<file path="src/rtl/comparador_estimulo_verificador.sv">
// Self-checking stimulus driver for a sequential magnitude comparator.
// Issues operand pairs, predicts eq/lt, and counts mismatches after the comparator latency.
`timescale 1ns/1ps
module comparador_estimulo_verificador #(
  parameter int WIDTH     = 8,
  parameter int LATENCY   = 1,
  parameter int N_VECTORS = 256
) (
  input  logic             clk,
  input  logic             rst,
  input  logic             start,
  input  logic             q,
  input  logic             q_lt,
  output logic [WIDTH-1:0] A,
  output logic [WIDTH-1:0] B,
  output logic             busy,
  output logic             done,
  output logic             error,
  output logic [15:0]      err_count,
  output logic [15:0]      vec_count
);

  // One extra stage covers the operand register, so a LATENCY-stage comparator
  // result is sampled in the cycle it becomes valid.
  localparam int          DEPTH      = LATENCY + 1;
  localparam logic [15:0] LAST_IDX   = 16'(N_VECTORS - 1);
  localparam logic [3:0]  DRAIN_LAST = 4'(LATENCY);
  localparam bit          SINGLE_VEC = (N_VECTORS == 1);

  typedef enum logic [1:0] {
    S_IDLE  = 2'd0,
    S_RUN   = 2'd1,
    S_DRAIN = 2'd2,
    S_FIN   = 2'd3
  } state_t;

  function automatic logic [WIDTH-1:0] vec_a(input logic [15:0] c);
    logic [WIDTH-1:0] r;
    r = '0;
    for (int i = 0; i < WIDTH; i++) begin
      r[i] = (i < 16) ? c[i[3:0]] : 1'b0;
    end
    return r;
  endfunction

  function automatic logic [WIDTH-1:0] vec_b(input logic [15:0] c);
    logic [WIDTH-1:0] a;
    logic [WIDTH-1:0] r;
    a = vec_a(c);
    for (int i = 0; i < WIDTH; i++) begin
      r[i] = a[WIDTH-1-i];
    end
    if (c[1:0] == 2'b11) begin
      r = a;
    end else begin
      r = r;
    end
    return r;
  endfunction

  state_t             state_q, state_d;
  logic [15:0]        cnt_q, cnt_d;
  logic [3:0]         drain_q, drain_d;
  logic [WIDTH-1:0]   a_q, a_d;
  logic [WIDTH-1:0]   b_q, b_d;
  logic               busy_q, busy_d;
  logic               done_q, done_d;
  logic               error_q, error_d;
  logic [15:0]        err_q, err_d;
  logic [15:0]        vec_q, vec_d;
  logic [DEPTH-1:0]   pipe_v_q, pipe_v_d;
  logic [DEPTH-1:0]   pipe_eq_q, pipe_eq_d;
  logic [DEPTH-1:0]   pipe_lt_q, pipe_lt_d;

  logic               push_s;
  logic               mismatch_s;
  logic [15:0]        ld_idx_s;
  logic [WIDTH-1:0]   ld_a_s;
  logic [WIDTH-1:0]   ld_b_s;

  always_ff @(posedge clk or posedge rst) begin
    if (rst) begin
      state_q   <= S_IDLE;
      cnt_q     <= 16'd0;
      drain_q   <= 4'd0;
      a_q       <= '0;
      b_q       <= '0;
      busy_q    <= 1'b0;
      done_q    <= 1'b0;
      error_q   <= 1'b0;
      err_q     <= 16'd0;
      vec_q     <= 16'd0;
      pipe_v_q  <= '0;
      pipe_eq_q <= '0;
      pipe_lt_q <= '0;
    end else begin
      state_q   <= state_d;
      cnt_q     <= cnt_d;
      drain_q   <= drain_d;
      a_q       <= a_d;
      b_q       <= b_d;
      busy_q    <= busy_d;
      done_q    <= done_d;
      error_q   <= error_d;
      err_q     <= err_d;
      vec_q     <= vec_d;
      pipe_v_q  <= pipe_v_d;
      pipe_eq_q <= pipe_eq_d;
      pipe_lt_q <= pipe_lt_d;
    end
  end

  always_comb begin
    state_d  = state_q;
    cnt_d    = cnt_q;
    drain_d  = drain_q;
    a_d      = a_q;
    b_d      = b_q;
    busy_d   = busy_q;
    done_d   = 1'b0;
    error_d  = error_q;
    err_d    = err_q;
    vec_d    = vec_q;
    push_s   = 1'b0;

    ld_idx_s = (state_q == S_IDLE) ? 16'd0 : (cnt_q + 16'd1);
    ld_a_s   = vec_a(ld_idx_s);
    ld_b_s   = vec_b(ld_idx_s);

    mismatch_s = pipe_v_q[DEPTH-1] &&
                 ((q != pipe_eq_q[DEPTH-1]) || (q_lt != pipe_lt_q[DEPTH-1]));
    if (mismatch_s) begin
      error_d = 1'b1;
      if (err_q != 16'hFFFF) begin
        err_d = err_q + 16'd1;
      end else begin
        err_d = err_q;
      end
    end else begin
      error_d = error_q;
    end

    case (state_q)
      S_IDLE: begin
        if (start) begin
          cnt_d   = 16'd0;
          drain_d = 4'd0;
          err_d   = 16'd0;
          error_d = 1'b0;
          vec_d   = 16'd0;
          busy_d  = 1'b1;
          a_d     = ld_a_s;
          b_d     = ld_b_s;
          push_s  = 1'b1;
          state_d = SINGLE_VEC ? S_DRAIN : S_RUN;
        end else begin
          state_d = S_IDLE;
        end
      end
      S_RUN: begin
        cnt_d  = ld_idx_s;
        a_d    = ld_a_s;
        b_d    = ld_b_s;
        push_s = 1'b1;
        vec_d  = vec_q + 16'd1;
        if (ld_idx_s == LAST_IDX) begin
          drain_d = 4'd0;
          state_d = S_DRAIN;
        end else begin
          state_d = S_RUN;
        end
      end
      S_DRAIN: begin
        // The last vector is counted once its first presentation cycle ends.
        if (drain_q == 4'd0) begin
          vec_d = vec_q + 16'd1;
        end else begin
          vec_d = vec_q;
        end
        if (drain_q == DRAIN_LAST) begin
          busy_d  = 1'b0;
          done_d  = 1'b1;
          state_d = S_FIN;
        end else begin
          drain_d = drain_q + 4'd1;
        end
      end
      S_FIN: begin
        state_d = S_IDLE;
      end
      default: begin
        state_d = S_IDLE;
      end
    endcase

    pipe_v_d  = {pipe_v_q[DEPTH-2:0], push_s};
    pipe_eq_d = {pipe_eq_q[DEPTH-2:0], push_s && (ld_a_s == ld_b_s)};
    pipe_lt_d = {pipe_lt_q[DEPTH-2:0], push_s && (ld_a_s < ld_b_s)};
  end

  assign A         = a_q;
  assign B         = b_q;
  assign busy      = busy_q;
  assign done      = done_q;
  assign error     = error_q;
  assign err_count = err_q;
  assign vec_count = vec_q;

endmodule

</file>
<file path="config.mk">
export PLATFORM = sky130hd
export DESIGN_NAME = comparador_estimulo_verificador
export DESIGN_NICKNAME = d
export VERILOG_FILES = /design/src/rtl/comparador_estimulo_verificador.sv
export SDC_FILE = /design/constraint.sdc
export NUM_CORES = 1
export LEC_CHECK = 0
export CORE_MARGIN = 2
export CORE_UTILIZATION = 50
export DETAILED_ROUTE_END_ITERATION = 16
export PLACE_DENSITY = 0.76
export SYNTH_ARGS = -nofsm -noshare
export SYNTH_HDL_FRONTEND = slang
export SYNTH_SLANG_ARGS = --single-unit
export TNS_END_PERCENT = 1
</file>
<file path="constraint.sdc">
create_clock -name clk -period 2.8 [get_ports clk]
set_clock_uncertainty 0.05 [all_clocks]
set_input_delay 0.84 -clock clk [delete_from_list [all_inputs] [get_ports clk]]
set_output_delay 0.84 -clock clk [all_outputs]
set_load 0.1 [all_outputs]
</file>
After elaboration in Yosys (flattened, before gate mapping). Index checks and enable logic that the tools add are counted.

Register bits after elaboration: 79. Latch bits: 0. Bits in writable memories: 0. ROM bits: 0. Input port bits: 5. Output and inout bits: 51. Memories kept: 0.

Add/sub/neg operators: 4. Multiply operators: 0. Divide/modulo/power cells: 0. $lt $le $gt $ge: 1. Equal/unequal tests: 15. Shift operators: 0. Muxes and demuxes: 32. Bitwise logic cells: 0. Reduce and logical (&&, ||, !) cells: 13.

Operators by type and width (number): $mux 16 (7); $add 16x1->16 const B (3); $pmux 16 s3 (1); $pmux 16 s2 (1); $pmux 8 s2 (2); $mux 8 (3); $eq 16x8->1 const B (1); $ne 16x16->1 const B (1); $mux 4 (3); $pmux 4 s3 (1); $ne 2x2->1 const B (5); $mux 1 (9); $eq 8x8->1 (1); $lt 8x8->1 (1); $pmux 2 s4 (1); $eq 2x2->1 const B (3); $reduce_and 3->1 (2); $add 4x1->4 const B (1); $eq 4x1->1 const B (1); $logic_not 4->1 (1); $mux 2 (2); $pmux 1 s2 (2); $reduce_and 4->1 (1); $reduce_bool 2->1 (2); other kinds (7) (10).

Longest topological paths before layout. Gate-level depths: netlist of run 1.

Depth in word-level cells: 6. Mapped depth: 15. Gate-level depth less buffers: 14.

Worst setup path before layout of run 1. No wires, ideal clock.

Path type: reg-to-reg. Start point: reg cnt_q[1]. End point: reg pipe_lt_q[0]. Arrival: 2635 ps. Data required time: 2625 ps. Path slack: -10 ps. Cell stages (with the launch flop): 16. Clock period less this slack: 2810 ps. Cells stage by stage: dfrtp_1 -> ha_1 -> and3_1 -> buf_2 -> nand3_1 -> xnor2_1 -> and2_1 -> nor2_1 -> ha_1 -> nor2b_1 -> o21a_1 -> o21a_1 -> o21a_1 -> o21ai_0 -> a21oi_1 -> a2111oi_0.

Cells in the longest elaborated chain, start to end: 6.

Ends and longest elaborated chain: start: declaration (RTL line 62) `logic [15:0] cnt_q, cnt_d;`; start signal: assignment (RTL line 98) `cnt_q <= cnt_d;`; $add 16x1->16 (*) (RTL line 126) `ld_idx_s = (state_q == S_IDLE) ? 16'd0 : (cnt_q + 16'd1);`; $mux 16 (*) (RTL line 126); $eq 2x2->1 (RTL line 53) `if (c[1:0] == 2'b11) begin`; $mux 8 (RTL line 53); $lt 8x8->1 (*) (RTL line 198) `pipe_lt_d = {pipe_lt_q[DEPTH-2:0], push_s && (ld_a_s < ld_b_s)};`; $logic_and 1x1->1 (*) (RTL line 198); named net pipe_lt_d[0] (RTL line 73) `logic [DEPTH-1:0] pipe_lt_q, pipe_lt_d;`; end signal: assignment (RTL line 109) `pipe_lt_q <= pipe_lt_d;`; end: declaration (RTL line 73).

Mark *: on every way through the listed nets, which the timed path passes. The rest lies on a longest branch. A chain may end at the register's enable or synchronous reset.

Worst setup path in the final report of run 1. Same ends and word-level chain as after synthesis.

==> summary.md, run 1 <==
| Metric | Value |
|---|---|
| Outcome | finished with violations |
| Sequential share of the synthesized area | between 40% and 50% |
| Worst slew pin tran | between 0.6 and 0.7 ns |
| Worst reg2reg path endpoint | pipe_lt_q[0]$_DFF_PP0_ |
| Finished Layout Cells | roughly 650 |
| Die area | around 0.0094 sq mm |
| Mapped cell area | about 0.0043 sq mm |
| Site Rows | 33 |
| Top cells by instance count after synthesis | 79 x dfrtp_1, 66 x nand2_1, 43 x nor2_1 |
| Share of the synthesized area in the top cell type | 45.9% |
| Post-Place Cells | between 600 and 700 |
| Worst setup path start | cnt_q[1]$_DFFE_PP0P_ |
| Global-route wire length before repair | approximately 17000 um |
| Leak Pwr | 2.48 nW |
| Failing checks | setup timing |
| DP HPWL | 6830 um |
| Critical path class | reg -> reg |
| Max-cap violation count | 0 |
| CTS Root Cell | clkbuf_8 |
| Routed Antenna Nets | 0 |
| Via count | ~3600 |
| Hold slack | roughly 0.3 ns |
| Initial antenna violation count | 0 |
| Post-synthesis cell type count | 53 |
| Share of cells above drive strength 1 | between 20% and 30% |
| Final Hold Vio Count | 0 |
| Number of port buffers | 55 |
| Finished Core Util | around 64% |
| Post-synthesis register bit count | 79 |
| DRT Pass-1 Iters | 4 |
| IR drop worst, VDD | approximately 0.42 mV |
| Post-synth EDFFs | 0 |
| Ys flop type | dfrtp_1 |
| CP cell instances | ha_2, and3_4, nand3_4, xnor2_2, and2_4, nor2_4, ha_4, nor2b_1, o21a_1, o21a_1, o21a_1, o21ai_1, a21oi_1, a2111oi_0 |
| R2R Path Start | cnt_q[1]$_DFFE_PP0P_ |
| CTS buffer count | 9 |
| CTS tree | done |
| Tmin final | between 2 and 3 ns |
| Clk sinks | 79 |
| Setup Viol. Count Final | 1 |
| CP Launch Type | register |
| Yosys warnings | 0 |
| Final Cycle Share | 104% |
| Power per standard cell area | ~510 mW/mm^2 |
| Grt total ovfl | 0 |
| Worst path slowest cell | a2111oi_0 |
| Count leader, synth | dfrtp_1 |
| Avg WL per Cell | ~15 um |
| CP Capture Type | register |
| Worst path arrival time | 3.08 ns |
| Critical path required time | slightly below 3 ns |
| Final #Nets | 567 |
| Chip Height | slightly below 100 um |
| Pre-CTS WS | -0.0554 ns |
| Syn nets | just under 500 |
| Slew headroom | between 50% and 60% |
| Hold Crit Class | reg -> reg |
| Placeable Area | slightly above 0.008 sq mm |
| Pin count of the biggest net entering global routing | 80 |
| WL final | 9630 um |
| R2r setup slk | -0.11 ns |
| GPL Wtd Cong | ~0.87 |
| Max Fclk | 344 MHz |
| Later-pin clock latency in the skew report | ~0.35 ns |
| CP Max Fanout | 2 |
| Slowest stage delay, CP | 0.40 ns |
| R2R depth | 14 |
| Clk buf depth | 2 |
| Most used cell, CP | o21a_1 |
| Pins Over Slew Limit | 0 |
| Clock transition at path regs | 0.09 ns |
| Synth Area per Inst | 9.25 sq um |
| Final setup TNS | -0.109 ns |
| First DRT Iteration DRCs | approximately 190 |
| Number of diodes | 0 |
| All-Layer GR Usage | between 20% and 30% |
| Syn Inst Count | 466 |
| Die X | between 90 and 100 um |
| Top cells by area, synth | dfrtp_1 46%, nand2_1 5.7%, ha_1 5.2% |
| Initial core utilization | a little over 50% |
| Vias/cell | between 5 and 6 |
| Area grow syn2layout | 22.7% |
| Async SR Flop Fraction | 100% |
| Number of global-route vias before repair | around 3600 |
| Drc violations | 0 |
| Cell accounting for the most synthesized area | dfrtp_1 |
| Final worst-path setup slack | -0.109 ns |
| RSZ-0062 raised after global routing | yes |
| CP endpoint | pipe_lt_q[0]$_DFF_PP0_ |
| H-Tree Depth | 3 |
| I/O pins | 56 |
## area by class of cell
class,count,area [sq um]
inverters,20,78.8
repair buffers,91,718
well taps,105,131
clock buffers,10,138
flip-flops and latches,79,1980
multi-input cells,343,2190
clock inverters,6,51.3
fillers,686,3010
## what timing repair did
action | CTS | global route
buffers inserted | 0 | 1
pin swaps | 0 | 7
resized for setup | 2 | 11
hold buffers | 0 | 0
endpoints found under the setup margin | 1 | 4
## cells in the final DEF, fill, tap and decap left out, drive strengths merged, types with 8 or more instances in the layout
master,Yosys,routed
xnor2,16,16
inv,20,21
clkbuf,12,10
nor2,43,43
a21oi,20,20
o22ai,8,8
and4,8,8
xor2,16,16
o21ai,23,23
dfrtp,79,79
nand3,25,25
nor3,8,8
nand2,66,66
ha,18,18
nand4,12,12
buf,12,87
## metal layers
| layer | track usage [%] | wire length (um) | share of wire [%] | vias up |
|---|---|---|---|---|
| met3 | 3.32 | 405 | 4.2 | 15 |
| met1 | 29.4 | 4390 | 46 | 1733 |
| li1 | - | - | - | 1783 |
| met5 | 0 | 0 | 0 | - |
| met4 | 8.02 | 162 | 1.7 | 0 |
| met2 | 33.8 | 4670 | 48 | 93 |
## flip-flops by register name (all words and copies together), names as in the netlist, named ones only
| signal | count |
|---|---|
| vec_count | 16 |
| err_count | 16 |
| pipe_v_q | 2 |
| done | 1 |
| state_q | 1 |
| cnt_q | 16 |
| busy | 1 |
| drain_q | 4 |
| error | 1 |
| A | 8 |
| B | 8 |
| pipe_eq_q | 2 |
| pipe_lt_q | 2 |
## critical path: cells and delay by family, from the launching register on
kind	cells	cell delay, ns
AO/OA/AOI/OAI	6	1.12
adder cells (fa/ha/maj)	2	0.40
AND/OR/NAND/NOR	5	0.70
flip-flops	1	0.37
XOR/XNOR	1	0.15
## worst min-delay path by stage
stage	start	end	slack (ns)	cells after the start
finish	pipe_v_q[0]$_DFF_PP0_	pipe_v_q[1]$_DFF_PP0_	0.31	0
global route	pipe_eq_q[0]$_DFF_PP0_	pipe_eq_q[1]$_DFF_PP0_	0.32	0
CTS	pipe_v_q[0]$_DFF_PP0_	pipe_v_q[1]$_DFF_PP0_	0.31	0
detailed placement	pipe_v_q[0]$_DFF_PP0_	pipe_v_q[1]$_DFF_PP0_	0.29	0
global placement	pipe_eq_q[0]$_DFF_PP0_	pipe_eq_q[1]$_DFF_PP0_	0.29	0
floorplan	pipe_eq_q[0]$_DFF_PP0_	pipe_eq_q[1]$_DFF_PP0_	0.28	0
## where the power goes
part           internal [mW]  switching (mW)  total (mW)
registers               1.19          0.0679        1.26
logic                  0.134           0.474       0.608
clock network          0.357           0.459       0.816
## per-stage QoR
| stage | power [mW] | cell area (sq um) |
|---|---|---|
| after floorplan | 1.75 | 4320 |
| after detailed placement | 1.89 | 5030 |
| after CTS | 2.71 | 5220 |
| after global routing | 2.81 | 5290 |
| after global placement | 1.88 | 5030 |
| final | 2.68 | 5290 |
## cell families (layout without fill, tap and decap cells)
kind of cell | count (synthesis) | after routing | share of synthesized area (%)
xor+xnor | 32 | 32 | 6.50
mux | 6 | 6 | 1.45
buf+inv | 44 | 127 | 4.67
simple gates | 198 | 198 | 22.8
flops | 79 | 79 | 45.9
fa+ha+maj | 18 | 18 | 5.22
compound gates | 89 | 89 | 13.5
Power figures use the tool's default switching activity.
==> run 2, diff against run 1 <==
--- a/config.mk
+++ b/config.mk
@@ -5,10 +5,12 @@
 export SDC_FILE = /design/constraint.sdc
 export NUM_CORES = 1
 export LEC_CHECK = 0
+export ABC_AREA = 0
 export CORE_MARGIN = 2
 export CORE_UTILIZATION = 50
 export DETAILED_ROUTE_END_ITERATION = 16
-export PLACE_DENSITY = 0.76
+export PLACE_DENSITY = 0.85
+export REMOVE_ABC_BUFFERS = 1
 export SYNTH_ARGS = -nofsm -noshare
 export SYNTH_HDL_FRONTEND = slang
 export SYNTH_SLANG_ARGS = --single-unit
==> run 2 against run 1 <==
- the flow now finishes without violations
- global-route usage increased by 0.062 points
- routed wire length rose by 0.40%
- via count is 0.22% higher
- sequential share of layout area up 0.18 points
- design area decreased by 0.47%
- first-iteration DRC count rose by 52%
- count of clock-buffer cells in the layout is the same
- largest power group unchanged
- critical endpoint is now drain_q[2]$_DFFE_PP0P_
- die area is the same
- largest cell class unchanged
- clock power grew 26%
==> summary.md, run 2 (synthesis gave the netlist of run 1 again) <==
| Metric | Value |
|---|---|
| CP Capture Type | register |
| Number of hold buffers added after cts | 0 |
| Psw | about 960 uW |
| Clk buf depth | 2 |
| Post-Place Cells | 631 |
| DR top layer | met4 |
| Hold slack | roughly 0.3 ns |
| Final Cycle Share | ~99% |
| Number of diodes | 0 |
| Slew headroom | a little under two thirds |
| H-Tree Depth | 3 |
| Site Rows | 33 |
| CTS buffer count | 9 |
| Outcome | finished, final reports clean |
| Power per standard cell area | approximately 550 mW/mm^2 |
| Clock share of power | 35.4% |
| CTS tree | done |
| Grt total ovfl | 0 |
| Final worst-path setup slack | ~0.032 ns |
| Internal power | 1.94 mW |
| R2r setup slk | roughly 0.032 ns |
| Initial core utilization | a little over 50% |
| WL met1 | ~4400 um |
| Setup Viol. Count Final | 0 |
| All-Layer GR Usage | 21.3% |
| CP Launch Type | register |
| Chip Height | 96.9 um |
| RSZ-0062 raised after global routing | yes |
| DP HPWL | between 7000 and 8000 um |
| Post-Layout Inst Area | roughly 0.0053 sq mm |
| Met3 wire length | between 400 and 500 um |
| IR drop worst, VDD | roughly 0.44 mV |
| Most common cell after layout, fill and taps aside | dfrtp_1 |
| Drc violations | 0 |
| Max-cap violation count | 0 |
| Pre-CTS WS | -0.130 ns |
| Routed Antenna Nets | 0 |
| Switch share | approximately 33% |
| Max Fclk | about 360 MHz |
| WL final | 9670 um |
| Number of port buffers | 55 |
| Later-pin clock latency in the skew report | between 0.3 and 0.4 ns |
| Hold Crit Class | reg -> reg |
| Clk sinks | 79 |
| Via count | 3632 |
| Share of cells above drive strength 1 | 20.8% |
| Worst path arrival time | ~3 ns |
| CTS Root Cell | clkbuf_8 |
| Avg WL per Cell | ~15 um |
| Commonest non-fill, non-tap cells in the layout | 79 x dfrtp_1, 77 x buf_4, 66 x nand2_1 |
| Global-route wire length before repair | 16700 um |
| Wire length on met2 | 4720 um |
| Worst slew pin tran | 0.546 ns |
| CP Max Fanout | 13 |
| Vias/cell | about 5.6 |
| Initial antenna violation count | 0 |
| Die area | approximately 0.0094 sq mm |
| Final #Nets | between 500 and 600 |
| Finished Core Util | 63.4% |
| Total power | between 2 and 3 mW |
| DP Area | around 0.0050 sq mm |
| Clock transition at path regs | about 0.080 ns |
| Placeable Area | 0.00830 sq mm |
| Final Hold Vio Count | 0 |
| Pins Over Slew Limit | 0 |
| Critical path required time | 2.99 ns |
| First DRT Iteration DRCs | ~280 |
| Final setup TNS | 0 ns |
| GPL Wtd Cong | about 0.92 |
| Gate power share | approximately a fifth |
| I/O pins | 56 |
| Register area | between 0.0015 and 0.002 sq mm |
| Register share of total power | ~43% |
| Die X | slightly below 100 um |
| Fill count | 713 |
| Number of global-route vias before repair | around 3500 |
| Pin count of the biggest net entering global routing | 38 |
| Tmin final | ~2.8 ns |
| Area grow syn2layout | 22.1% |
| Leak Pwr | 2.49 nW |
| DRT Pass-1 Iters | 4 |
| Area of the multi-input gates | roughly 0.0022 sq mm |
| Finished Layout Cells | approximately 650 |
| Critical path class | reg -> reg |
-- run 2: cell types whose count changed in the layout (fill, tap and decap cells not counted), sizes merged --
cell | before | now
clkinvlp | 4 | 1
clkinv | 1 | 2
bufinv | 0 | 3
buf | 87 | 80
inv | 21 | 20
-- run 2: power groups by stage --
stage               Combinational (mW)  Sequential [mW]  Clock, mW
global placement                 0.607             1.28          0
CTS                              0.620             1.26       1.04
finish                           0.615             1.26       1.03
floorplan                        0.122             1.63          0
global route                     0.647             1.27       1.10
detailed placement               0.618             1.28          0
-- run 2: final cells by class --
cell class                 instances  share of cell area [%]
multi-input combinational        343                    41.0
sequential                        79                    37.6
timing repair buffer              84                    12.9
clock buffer                      10                    2.61
tap                              105                    2.50
clock inverter                     6                    2.04
inverter                          20                    1.43
-- run 2: final timing paths --
kind,cells past startpoint,from,endpoint
min in group asynchronous,2,rst,vec_count[14]$_DFFE_PP0P_
worst min-delay path,0,pipe_eq_q[0]$_DFF_PP0_,pipe_eq_q[1]$_DFF_PP0_
worst max-delay path,11,state_q[0]$_DFFE_PP0P_,drain_q[2]$_DFFE_PP0P_
worst max register to register,11,state_q[0]$_DFFE_PP0P_,drain_q[2]$_DFFE_PP0P_
max in group asynchronous,3,rst,B[6]$_DFFE_PP0P_
worst min register to register,0,pipe_eq_q[0]$_DFF_PP0_,pipe_eq_q[1]$_DFF_PP0_
-- run 2: per-layer routing --
layer / vias up / global-route usage, %
met5: - / 0
met4: 0 / 5.09
met3: 10 / 5.49
met2: 79 / 35.6
met1: 1777 / 27.8
li1: 1766 / -
-- run 2: worst max-delay path, stage by stage (launching register included) --
cell       delay [ns]
dfrtp_1          0.36
inv_1            0.07
ha_1             0.25
buf_12           0.16
nor3_1           0.18
a21oi_1          0.08
inv_1            0.12
nand4_1          0.15
a2111oi_2        0.40
nand4_2          0.31
a21o_1           0.26
a211o_1          0.28
-- run 2: what timing repair did --
item	4_1_cts	5_1_grt
endpoints found under the hold margin	0	0
endpoints found under the setup margin	1	6
resized for setup	3	3
pin swaps	0	0
setup buffers	0	0
==> run 3, diff against run 2 <==
--- a/config.mk
+++ b/config.mk
@@ -7,9 +7,9 @@
 export LEC_CHECK = 0
 export ABC_AREA = 0
 export CORE_MARGIN = 2
-export CORE_UTILIZATION = 50
+export CORE_UTILIZATION = 39
 export DETAILED_ROUTE_END_ITERATION = 16
-export PLACE_DENSITY = 0.85
+export PLACE_DENSITY = 0.71
 export REMOVE_ABC_BUFFERS = 1
 export SYNTH_ARGS = -nofsm -noshare
 export SYNTH_HDL_FRONTEND = slang
==> constraint.sdc (replaced) <==
create_clock -name clk -period 2.3 [get_ports clk]
set_clock_uncertainty 0.05 [all_clocks]
set_input_delay 0.69 -clock clk [delete_from_list [all_inputs] [get_ports clk]]
set_output_delay 0.69 -clock clk [all_outputs]
set_load 0.1 [all_outputs]
==> run 3 against run 2 <==
- the run now ends with setup timing left
- non-clock buffer count increased by 40
- register-to-register slack worse by 0.44 ns
- flip-flop and latch count is the same
- sequential power up 24%
- hold slack improved by 0.0026 ns
- maximum frequency grew 2.2%
- combinational power up 51%
- utilization fell by 8.0 points
- critical path type unchanged
- largest power group unchanged
==> summary.md, run 3 (synthesis gave the netlist of run 1 again) <==
| Metric | Value |
|---|---|
| Tmin final | about 2.7 ns |
| Final Cycle Share | 118% |
| Most used cell, CP | o21a_1 |
| Register share of total power | a little over two fifths |
| Most common cell after layout, fill and taps aside | buf_4 |
| H-Tree Depth | 3 |
| Failing checks | setup timing |
| Switch share | ~34% |
| All-Layer GR Usage | between 10% and 20% |
| Slew headroom | 70.2% |
| Die X | around 110 um |
| Critical path required time | about 2.5 ns |
| Worst Path Buf+Inv | 0 |
| Share of cells above drive strength 1 | between 20 and 30% |
| DRT Pass-1 Iters | 4 |
| Global-route wire length before repair | roughly 17000 um |
| Critical path class | reg -> reg |
| Initial core utilization | 39.9% |
| Grt total ovfl | 0 |
| Internal power | ~2.3 mW |
| Vias/cell | between 5 and 6 |
| Met2 usage | 29.8% |
| Clock transition at path regs | ~0.08 ns |
| Max Fclk | about 370 MHz |
| Site Rows | 38 |
| Pin count of the biggest net entering global routing | 80 |
| Avg WL per Cell | roughly 14 um |
| Chip Height | 109 um |
| Crit-path leading delay family | compound AO/OA/AOI/OAI gates |
| WL final | approximately 10000 um |
| Leak Pwr | 2.77 nW |
| Die area | approximately 0.012 sq mm |
| CP cell instances | ha_2, and3_4, nand3_2, xnor2_2, and2_4, nor2_2, ha_1, nor2b_1, o21a_1, o21a_1, o21a_1, o21ai_1, a21oi_1, a2111oi_2 |
| Post-Layout Inst Area | 0.00598 sq mm |
| DP HPWL | ~7500 um |
| RSZ-0062 raised after global routing | yes |
| GPL Wtd Cong | ~0.88 |
| Routed Antenna Nets | 0 |
| CP Capture Type | register |
| Number of diodes | 0 |
| Finished Core Util | 55.4% |
| Setup Viol. Count Final | 7 |
| Total power | between 3 and 4 mW |
| CP Launch Type | register |
| CTS tree | done |
| GR peak layer | met2 |
| CTS buffer count | 9 |
| First DRT Iteration DRCs | roughly 140 |
| DP Area | ~0.0057 sq mm |
| Worst path slowest cell | dfrtp_1 |
| Later-pin clock latency in the skew report | roughly 0.36 ns |
| Placeable Area | roughly 0.011 sq mm |
| Slowest stage delay, CP | 0.37 ns |
| Area grow syn2layout | 38.8% |
| Hold slack | a little over 0.3 ns |
| Clock share of power | a little under a third |
| Met1 Usage GRT | 25.1% |
| Psw | between 1 and 1.5 mW |
| Hold Crit Class | reg -> reg |
| CP Max Fanout | 2 |
| Power per standard cell area | ~590 mW/mm^2 |
| Final Hold Vio Count | 0 |
| I/O pins | 56 |
| Number of global-route vias before repair | about 3700 |
| Via count | 3725 |
| Commonest non-fill, non-tap cells in the layout | 90 x buf_4, 79 x dfrtp_1, 65 x nand2_1 |
| Met3 GRT Util | 2.93% |
| Final #Nets | 600 |
| Number of port buffers | between 50 and 60 |
| Finished Layout Cells | 721 |
| CTS Root Cell | clkbuf_8 |
| Worst path arrival time | about 2.9 ns |
| Outcome | finished with violations |
| Gate power share | roughly a quarter |
| Worst slew pin tran | 0.447 ns |
| Max-cap violation count | 0 |
| Final worst-path setup slack | -0.410 ns |
| Pins Over Slew Limit | 0 |
| Clk sinks | around 80 |
| Post-Place Cells | about 710 |
| IR drop worst, VDD | slightly above 0.5 mV |
| Initial antenna violation count | 0 |
| Drc violations | 0 |
| Clk buf depth | 2 |
==> run 3: cell count changes in the layout (fill, tap and decap cells not counted), moves of 2 or more <==
| cell | change |
|---|---|
| buf_4 | +13 |
| buf_12 | +26 |
| nand3_2 | +2 |
| bufinv_16 | -2 |
| o21ai_0 | -2 |
| nand3_1 | -2 |
==> run 3: layout make-up <==
type / count / area, sq um
Sequential cell: 79 / 1980
Timing Repair Buffer: 124 / 1310
Tap cell: 140 / 175
Clock inverter: 3 / 42.5
Fill cell: 945 / 4810
Inverter: 20 / 75.1
Multi-Input combinational cell: 343 / 2250
Clock buffer: 12 / 155
==> run 3: routing by layer <==
layer	up-vias	part of all wire [%]	routed length (um)
met5	-	0	0
met4	0	1.9	196
met3	13	3.1	318
met2	53	49	5060
met1	1814	46	4710
li1	1845	-	-
==> run 3: final timing paths <==
check | from | end | slack, ns | cells after the start
max in group asynchronous | rst | A[0]$_DFFE_PP0P_ | 1.18 | 3
hold / removal | pipe_lt_q[0]$_DFF_PP0_ | pipe_lt_q[1]$_DFF_PP0_ | 0.30 | 0
hold reg to reg | pipe_lt_q[0]$_DFF_PP0_ | pipe_lt_q[1]$_DFF_PP0_ | 0.30 | 0
setup / recovery | cnt_q[1]$_DFFE_PP0P_ | pipe_lt_q[0]$_DFF_PP0_ | -0.41 | 14
min in group asynchronous | rst | vec_count[15]$_DFFE_PP0P_ | 0.69 | 3
setup reg to reg | cnt_q[1]$_DFFE_PP0P_ | pipe_lt_q[0]$_DFF_PP0_ | -0.41 | 14
==> run 3: through the flow <==
step	TNS, ns	setup slack (ns)
2_1_floorplan	-44.95	-0.816
3_3_place_gp	-6.05	-0.385
3_5_place_dp	-7.62	-0.458
4_1_cts	-1.74	-0.484
5_1_grt	-2.49	-0.543
6_report	-1.36	-0.410
==> run 3: worst register-to-register path, cell delays in order, from the launching register on <==
cell and delay [ns]:
dfrtp_1 0.37, ha_2 0.19, and3_4 0.18, nand3_2 0.10
xnor2_2 0.19, and2_4 0.17, nor2_2 0.04, ha_1 0.27
nor2b_1 0.13, o21a_1 0.16, o21a_1 0.16, o21a_1 0.16
o21ai_1 0.11, a21oi_1 0.11, a2111oi_2 0.22
==> run 3: power by group through the flow <==
stage	logic [mW]	registers, mW	clock network [mW]
final	0.927	1.56	1.07
after global routing	0.971	1.57	1.15
after CTS	0.936	1.56	1.10
after detailed placement	0.933	1.59	0
after global placement	0.917	1.58	0
after floorplan	0.148	1.99	0
==> run 3: repair_timing <==
| item | CTS | global route |
|---|---|---|
| hold buffers | 0 | 0 |
| gates resized for setup | 5 | 22 |
| pin swaps | 3 | 4 |
| setup endpoints to repair | 15 | 27 |
| setup buffers | 0 | 1 |
